## config.mk

```make
export PLATFORM = sky130hd
export DESIGN_NAME = team_06_clip_scheduler
export DESIGN_NICKNAME = d
export VERILOG_FILES = /design/src/rtl/team_06_clip_scheduler.sv
export SDC_FILE = /design/constraint.sdc
export NUM_CORES = 1
export LEC_CHECK = 0
export ABC_AREA = 1
export BUFFER_PORTS_ARGS = -buffer_cell sky130_fd_sc_hd__buf_4
export CAP_MARGIN = 5
export CORE_ASPECT_RATIO = 0.5
export CORE_MARGIN = 5
export CORE_UTILIZATION = 37
export DETAILED_ROUTE_END_ITERATION = 10
export GPL_TIMING_DRIVEN = 0
export PLACE_DENSITY = 0.71
export SKIP_CTS_REPAIR_TIMING = 1
export SYNTH_ARGS = -nofsm -noshare
export SYNTH_HDL_FRONTEND = slang
export SYNTH_SLANG_ARGS = --single-unit
```

## constraint.sdc

```tcl
create_clock -name clk -period 1.5 [get_ports clk]
set_input_delay 0.225 -clock clk [delete_from_list [all_inputs] [get_ports clk]]
set_output_delay 0.225 -clock clk [all_outputs]
set_load 0.05 [all_outputs]
```

## src/rtl/team_06_clip_scheduler.sv

```systemverilog
// Round-robin scheduler sharing one combinational soft-clipper between two
// audio channels, with a registered output stage and a saturating clip-event counter.
module team_06_clip_scheduler #(
   parameter int WIDTH = 8,
   parameter int CNT_W = 16
) (
   input  logic             clk,
   input  logic             rst,
   input  logic             ch0_valid,
   input  logic [WIDTH-1:0] ch0_sample,
   output logic             ch0_ready,
   input  logic             ch1_valid,
   input  logic [WIDTH-1:0] ch1_sample,
   output logic             ch1_ready,
   input  logic             clip_en_req,
   output logic [WIDTH-1:0] clip_in,
   output logic             clip_en,
   input  logic [WIDTH-1:0] clip_result,
   output logic             out_valid,
   output logic [WIDTH-1:0] out_sample,
   output logic             out_ch,
   input  logic             out_ready,
   input  logic             clr_count,
   output logic [CNT_W-1:0] clip_count
);

   typedef enum logic [1:0] {
      IDLE = 2'd0,
      CLIP = 2'd1,
      OUT  = 2'd2
   } state_t;

   state_t           state_reg, state_next;
   logic             rr_ptr_reg, rr_ptr_next;
   logic [WIDTH-1:0] clip_in_reg, clip_in_next;
   logic             clip_en_reg, clip_en_next;
   logic             out_valid_reg, out_valid_next;
   logic [WIDTH-1:0] out_sample_reg, out_sample_next;
   logic             out_ch_reg, out_ch_next;
   logic [CNT_W-1:0] count_reg, count_next;

   logic             grant;
   logic             take;
   logic [WIDTH-1:0] grant_sample;
   logic             altered;

   // A lone requester always wins; contention is settled by the round-robin pointer.
   always_comb begin
      grant = rr_ptr_reg;
      if (ch0_valid && !ch1_valid) begin
         grant = 1'b0;
      end else if (ch1_valid && !ch0_valid) begin
         grant = 1'b1;
      end
   end

   assign ch0_ready    = (state_reg == IDLE) && !rst && !grant;
   assign ch1_ready    = (state_reg == IDLE) && !rst && grant;
   assign take         = (ch0_valid && ch0_ready) || (ch1_valid && ch1_ready);
   assign grant_sample = grant ? ch1_sample : ch0_sample;
   assign altered      = clip_en_reg && (clip_result != clip_in_reg);

   always_comb begin
      state_next      = state_reg;
      rr_ptr_next     = rr_ptr_reg;
      clip_in_next    = clip_in_reg;
      clip_en_next    = clip_en_reg;
      out_valid_next  = out_valid_reg;
      out_sample_next = out_sample_reg;
      out_ch_next     = out_ch_reg;
      count_next      = count_reg;

      case (state_reg)
         IDLE: begin
            // Enable is latched only here, so an in-flight sample never sees it change.
            if (take) begin
               clip_in_next = grant_sample;
               clip_en_next = clip_en_req;
               out_ch_next  = grant;
               state_next   = CLIP;
            end
         end
         CLIP: begin
            out_sample_next = clip_result;
            out_valid_next  = 1'b1;
            state_next      = OUT;
            if (altered && (count_reg != {CNT_W{1'b1}})) begin
               count_next = count_reg + 1'b1;
            end
         end
         OUT: begin
            if (out_ready) begin
               out_valid_next = 1'b0;
               rr_ptr_next    = ~out_ch_reg;
               state_next     = IDLE;
            end
         end
         default: begin
            state_next = IDLE;
         end
      endcase

      if (clr_count) begin
         count_next = '0;
      end
   end

   always_ff @(posedge clk) begin
      if (rst) begin
         state_reg      <= IDLE;
         rr_ptr_reg     <= 1'b0;
         clip_in_reg    <= '0;
         clip_en_reg    <= 1'b0;
         out_valid_reg  <= 1'b0;
         out_sample_reg <= '0;
         out_ch_reg     <= 1'b0;
         count_reg      <= '0;
      end else begin
         state_reg      <= state_next;
         rr_ptr_reg     <= rr_ptr_next;
         clip_in_reg    <= clip_in_next;
         clip_en_reg    <= clip_en_next;
         out_valid_reg  <= out_valid_next;
         out_sample_reg <= out_sample_next;
         out_ch_reg     <= out_ch_next;
         count_reg      <= count_next;
      end
   end

   assign clip_in    = clip_in_reg;
   assign clip_en    = clip_en_reg;
   assign out_valid  = out_valid_reg;
   assign out_sample = out_sample_reg;
   assign out_ch     = out_ch_reg;
   assign clip_count = count_reg;

endmodule

```

==> summary.md, run 1 <==
The run gives 0.006046 ns as the largest clock skew in the final design. The cell count after synthesis came out at 316. Pin placement for this block handled 68 I/O pins. The logs give 7415 um2 for the die area and 0 for the final number of hold-violating endpoints. The average instance area after synthesis was 6.688 um2; the largest net degree at the start of global routing was 13. In this run the vertical extent of the chip is 63.44 um. The logs give 3253 um2 for the final non-filler cell area and 0 for the number of diodes.

The run gives 5 as the number of iterations in the first detailed-routing pass. The flow ran to the end, but the final reports show violations. Signed area change from the synthesized netlist to the final layout: 53.94%. The total overflow left after global routing is 0. Number of distinct library cells after synthesis: 25. The class of the most critical setup path is reg -> out.

Multiplexer cells account for 0% of the synthesized area. The peak per-stage delay on the critical path is 0.36 ns. After the first detailed-routing iteration, the DRC count stood at 195. For the maximum level of the CTS H-tree, the log shows 2. The final worst setup slack is -0.01409 ns. The smallest clock period supported by the final layout is computed as 1.514 ns. The number of nets in the synthesized netlist is 348.

Combinational logic is responsible for 24.1% of the overall power. The core region is 5515 um2. The logs give 0 for the number of nets with antenna violations after routing and 660.5 MHz for the achievable frequency.

The first-pass GRT wire length was 10050 um; the number of register bits inferred by synthesis was 38. The final net count is 447, and the layout cell share with drive strength beyond 1 is 38.94%. Across the VDD grid, the largest voltage drop is 0.4756 mV. The clock drives 38 sinks. The DRC violations left came out at 0. The critical path goes through inv_2 > o21ai_2 > o21ai_4 > nor2_2 > buf_6. Setup repair after global routing could not meet its margin everywhere. STA classifies the critical path startpoint as a register. The floorplan step set the die width to 116.9 um. Initial antenna violation count: 0. Global routing used 16.99% of the available tracks. The share of total power dissipated in sequential elements is 37.5%. The commonest non-fill, non-tap cell in the layout is nand2_1. Of the total power, the share spent switching nets is 31.51%.

TritonCTS built the clock tree. The initial core utilization was 38.32%. Summing the areas of all compound-gate instances in the mapped netlist gives 16.10% of the synthesized area. Detailed placement ended at an HPWL of 4625 um. For this run, the number of Yosys warnings is 0. Final hold analysis gives a worst-case slack of 0.1669 ns. Detail-routed net length per standard cell: 13.41 um. The cell-internal power is 2.033 mW. By area the synthesized netlist is led by dfxtp_1 (36%), nand2_1 (16%), a21oi_1 (6.4%), inv_1 (6.2%), nor2_1 (5.9%). The count of final max-slew check failures is 0. The min-delay analysis places its worst path in the category in -> reg. The area of the mapped netlist came out at 2113 um2. STA puts the critical path data required time at 1.27 ns. The final reports fail on negative setup slack. After floorplanning, the core was divided into 19 placement rows. After clock tree synthesis, the clock-pin slew on the worst setup and hold paths is 0.06 ns. At the end of routability-driven placement, the weighted congestion stood at 0.8727. At the pin with the least slew margin, the transition time is 0.5700 ns.

Switching power: 0.9355 mW. The maximum number of buffers from clock root to sink is 2. The adder and majority gate portion of the synthesized area works out to 0.5921%. The power share of the clock group was 38.4%; the max capacitance violation total was 0. Detailed routing inserted a total of 2409 vias. Summing all placed instances gives a cell area of 2800 um2.

The number of vias per cell after detailed routing was 4.926; the data arrival time of the worst path was 1.29 ns. The xor and xnor area share after synthesis was 3.730%. Measured against its own limit, the worst slew margin works out to 62.00%. The final-report setup violation count is 1, and the number of buffers added by the clock tree synthesis step is 5.

Cell with the biggest individual delay on the critical path: dfxtp_4. STA classifies the critical path endpoint as an output port. The share of synthesized area in the top cell type comes to 36.00%.

The tree is rooted in a clkbuf_16. At the later pin of the worst-skew pair, clock insertion delay measures 0.29 ns. In this run the tool buffered the top-level ports with 67 buffer cells. The sequential fraction of the synthesis area was 36.00%; the via count of the first global-routing pass was 2106.

The biggest fanout along the worst timing path is 6, and the flip-flop count of the largest register, all copies and words added is 16. In the layout the commonest cells are nand2_1 (89), buf_4 (88), inv_1 (33). The total wire length is 6559 um, and the power density over the cells is 912.6 nW/um2. The analysis attributes to cell leakage a power of 1.426 nW. The final period utilization works out to 100.9%. The combinational family with the most area after synthesis is simple AND/OR/NAND/NOR gates. The synthesized-area fraction occupied by and/or/nand/nor cells is 35.17%. Summed over all instances, the cell type with the most area after synthesis is dfxtp_1.
layer usage:
metal / wire length, um / vias to the layer above / GRT usage [%]
li1: - / 1237 / -
met1: 2867 / 1101 / 23.20
met2: 3197 / 65 / 25.50
met3: 433 / 6 / 5.067
met4: 60 / 0 / 5.579
met5: 0 / - / 0
worst paths after layout:
| check | start | cells after the start | slack, ns | endpoint |
|---|---|---|---|---|
| setup reg to reg | clip_count[1]$_SDFFE_PP0P_ | 8 | 0.01 | clip_count[0]$_SDFFE_PP0P_ |
| setup / recovery | rr_ptr_reg$_SDFFE_PP0P_ | 5 | -0.01 | ch1_ready |
| hold / removal | rst | 2 | 0.17 | clip_in[0]$_SDFFE_PP0P_ |
| hold reg to reg | out_valid$_SDFFE_PP0P_ | 2 | 0.47 | out_valid$_SDFFE_PP0P_ |
cell families (layout without fill, tap and decap cells):
kind of cell,Yosys count,count (layout)
flip-flops,38,38
AND/OR/NAND/NOR,164,164
AO/OA/AOI/OAI,59,59
XOR/XNOR,9,9
adder cells (fa/ha/maj),1,1
buffers and inverters,45,145
synth_stat cells:
master / n
nand3b_1: 3
nor2_4: 4
nand2_1: 91
buf_2: 1
dfxtp_1: 38
o21ai_0: 19
nand3_4: 1
buf_6: 1
a21oi_1: 27
xor2_1: 5
clkbuf_1: 5
nand2_2: 1
nand3_1: 18
nor2_1: 33
nand4_1: 11
inv_1: 35
inv_2: 3
a21oi_2: 3
o32ai_1: 8
ha_1: 1
nor2_2: 1
xnor2_1: 4
o21ai_2: 1
nand4_4: 1
o21ai_1: 1
final cells by class:
class | count | area [um2]
Timing Repair Buffer | 92 | 719.4
Clock buffer | 6 | 150.1
Multi-Input combinational cell | 233 | 1257
Inverter | 38 | 145.1
Tap cell | 73 | 91.34
Clock inverter | 2 | 10.01
Buffer | 7 | 45.04
Sequential cell | 38 | 834.6
Fill cell | 498 | 2262
critical path: cells and delay by family, from the launching register on:
kind,cells,cell delay (ns)
buf+inv,2,0.22
flops,1,0.36
simple gates,1,0.16
compound gates,2,0.26
power groups by stage:
| stage | clock network, mW | logic (mW) | registers [mW] |
|---|---|---|---|
| after floorplan | 0 | 0.234 | 1.32 |
| after global placement | 0 | 0.640 | 1.13 |
| after detailed placement | 0 | 0.651 | 1.13 |
| after CTS | 1.17 | 0.653 | 1.11 |
| after global routing | 1.22 | 0.770 | 1.12 |
| final | 1.14 | 0.715 | 1.11 |
through the flow:
| stage | power [mW] | TNS, ns | util, % | setup slack, ns | instances |
|---|---|---|---|---|---|
| global placement | 1.770 | -0.7630 | 50.77 | -0.08558 | 456 |
| floorplan | 1.554 | -0.007045 | - | -0.007045 | 316 |
| global route | 3.116 | -0.5448 | 58.98 | -0.07537 | 489 |
| finish | 2.969 | -0.01409 | 58.98 | -0.01409 | 489 |
| detailed placement | 1.783 | -1.146 | 50.77 | -0.09846 | 456 |
| CTS | 2.933 | -1.751 | 53.68 | -0.3743 | 464 |
Power figures use the tool's default switching activity.
==> run 2: changes to the inputs <==
- SETUP_SLACK_MARGIN: default -> 0.3
==> run 2 against run 1 <==
Compared with the run above:
- clock power decreased by 9%
- wire length up 8.7%
- global-route usage shrank 0.71 points
- largest power group is now sequential cells
- register-to-register slack got worse by 0.08 ns
- sequential power hardly changed
- the run still ends with negative setup slack left
- largest cell class unchanged
- clock-buffer cell count shrank 1
- cell area up 9.6%
- clock skew fell by 0.0032 ns
- die area stayed put
==> summary.md, run 2 (same netlist as run 1, synthesis figures left out) <==
The number of vias per cell after detailed routing was 5.121. The critical path contains buffers and inverters numbering 3 combined. The maximum number of buffers from clock root to sink was 2. The logs give 0 for the aggregate global routing overflow and 2540 for the via total after detailed routing.

The core region is 5515 um2. The die area is 7415 um2, and the wire length on met2 is 3686 um. The run gives 2906 um as the wire length the detailed router placed on met1. The DRC violations left is 0.

Measured against its own limit, the worst slew margin works out to 53.02%. Input and output buffers added on the ports amount to 67. The logs give 5 for the number of buffers added by the clock tree synthesis step and 0.002844 ns for the largest clock skew in the final design.

Global routing consumed, over all layers together, 16.27% of the routing resources. The cell-internal power came out at 1.986 mW. The startpoint of the worst register-to-register path was clip_count[0]$_SDFFE_PP0P_. Counting instances, the worst hold path has a depth of 3. The end point of the most critical hold path is clip_in[3]$_SDFFE_PP0P_. Once layout is done, the placed cells without fillers occupy 3566 um2.

The final reports fail on negative setup slack. The largest individual stage delay along the critical path comes from the cell dfxtp_2. For this run, the detailed router's first-pass iteration total came to 4.

The placed instances occupy a cell area of 2849 um2. Setup repair after global routing could not meet its margin everywhere. Max-cap violations in this run came to 0.

For the utilization of the core after routing, the log shows 64.66%. After the last flow step, the layout net total stands at 454. Along the worst path, the maximum fanout reaches 7. The flow ran to the end, but the final reports show violations. Per report_power, the combinational group accounts for 27.7% of the total. The total wire length came out at 7130 um. The count of cells along the worst register-to-register path came out at 8. CTS saw 38 sinks.

The tools report the kind of capture point of the worst setup path as an output port. The number of nets with antenna violations after routing is 0, and the layout cell share with drive strength beyond 1 is 50.35%. TritonCTS built the clock tree. The tools report the number of diodes as 0.

The cell class contributing the biggest share of worst-path delay is flip-flops. The clock network is responsible for 34.9% of the overall power. Summed over all cells, the static leakage comes to 1.509 nW. The final-report setup violation count was 12; the peak per-stage delay on the critical path was 0.36 ns. After layout, the worst path uses 105.7% of the clock period.

The number of violations reported at the end of detailed-routing iteration 0 came out at 153. The class of the most critical setup path is reg -> out. The commonest non-fill, non-tap cell in the layout is buf_4. The run gives 1.000 mW as the switching power.

The count of final max-slew check failures is 0, and the power density over the cells is 837.5 nW/um2. Detailed placement finished with a half-perimeter wire length of 4618 um. The floorplan step set the die width to 116.9 um.

The via count of the first global-routing pass was 2197; the initial antenna violation count was 0. The switching fraction of total power is 33.50%, and the initial core utilization is 38.32%. The run gives 1.27 ns as the required arrival time at the worst endpoint. The first global-routing pass estimated 9791 um of wire. Clock latency on the worst-skew pair, taken at its later pin, is 0.29 ns. 68 I/O pins were placed.

The final number of hold-violating endpoints was 0; the worst supply voltage drop on vdd was 0.5312 mV. The kind of start point of the critical path is a register. The slew at the pin closest to its max-slew limit is 0.7048 ns. The detail-routed net length per standard cell was 14.38 um.

The tree is rooted in a clkbuf_16. The source of the worst hold timing path was ch1_sample[3]. The number of placement rows was 19; the total design power was 2.986 mW.

The minimum clock period is 1.586 ns, and the sequential cell fraction of total power is 37.4%. Across all register-to-register paths, the minimum setup slack is -0.07 ns. From synthesis to final layout, the design area changed by 68.74%.

In the detailed route, the total length drawn on met3 is 404 um. The congestion estimate from routability-driven global placement came to 0.8870. Achievable frequency: 630.6 MHz. The reg-to-reg critical path endpoint is clip_count[8]$_SDFFE_PP0P_. After clock tree synthesis, the clock-pin slew on the worst setup and hold paths is 0.06 ns.

The data arrival time of the worst path is 1.36 ns, and the height of the chip is 63.44 um. The register with the most flip-flops in the layout has 16 of them. The critical path goes through inv_2 > o21ai_2 > o21ai_4 > buf_6 > nor2_4 > buf_8. The tools report the final worst setup slack as -0.08580 ns. Entering global routing, the biggest net connects 13 pins. The top layer used by detailed routing is met4. In this run the worst hold path is classified as in -> reg.

The top cell types in the final layout, fill and taps aside, are buf_4 (86), nand2_1 (77), inv_1 (31). The maximum level of the CTS H-tree is 2.
[run 2: metrics by stage]
stage	setup WS, ns	hold slack, ns	cells	TNS, ns
floorplan	0.01408	0.3312	316	0
global placement	-0.08330	0.4534	456	-0.9080
detailed placement	-0.1283	0.4603	456	-1.538
CTS	-0.1412	0.1660	464	-1.838
global route	-0.1373	0.1838	496	-1.657
finish	-0.08580	0.1698	496	-0.5339
[run 2: layout make-up]
| type | count | area [um2] |
|---|---|---|
| Sequential cell | 38 | 838.3 |
| Timing Repair Buffer | 99 | 813.3 |
| Clock buffer | 5 | 125.1 |
| Multi-Input combinational cell | 233 | 1476 |
| Clock inverter | 3 | 16.27 |
| Fill cell | 473 | 1949 |
| Buffer | 7 | 60.06 |
| Inverter | 38 | 145.1 |
| Tap cell | 73 | 91.34 |
[run 2: power groups by stage]
| stage | clock (mW) | combinational, mW | sequential, mW |
|---|---|---|---|
| floorplan | 0 | 0.243 | 1.32 |
| global placement | 0 | 0.649 | 1.13 |
| detailed placement | 0 | 0.659 | 1.13 |
| CTS | 1.04 | 0.662 | 1.11 |
| global route | 1.11 | 0.878 | 1.12 |
| finish | 1.04 | 0.827 | 1.12 |
[run 2: metal layers]
layer  global-route usage (%)  up-vias
li1                         -     1254
met1                    20.30     1198
met2                    27.12       70
met3                    4.398       18
met4                    5.293        0
met5                        0        -
[run 2: worst max path at each step]
stage / start / end / slack, ns / depth (start not counted)
floorplan: clip_count[1]$_SDFFE_PP0P_ / clip_count[13]$_SDFFE_PP0P_ / 0.01 / 8
global route: clip_count[0]$_SDFFE_PP0P_ / clip_count[14]$_SDFFE_PP0P_ / -0.14 / 8
finish: rr_ptr_reg$_SDFFE_PP0P_ / ch1_ready / -0.09 / 6
detailed placement: state_reg[0]$_SDFFE_PP0P_ / clip_count[13]$_SDFFE_PP0P_ / -0.13 / 8
CTS: state_reg[0]$_SDFFE_PP0P_ / clip_count[13]$_SDFFE_PP0P_ / -0.14 / 8
global placement: state_reg[0]$_SDFFE_PP0P_ / clip_count[14]$_SDFFE_PP0P_ / -0.08 / 8
[run 2: worst register-to-register path: cells and delay by family (launching register included)]
kind | cells | cell delay, ns
flops | 1 | 0.38
fa+ha+maj | 1 | 0.16
buf+inv | 1 | 0.16
simple gates | 5 | 0.65
compound gates | 1 | 0.12
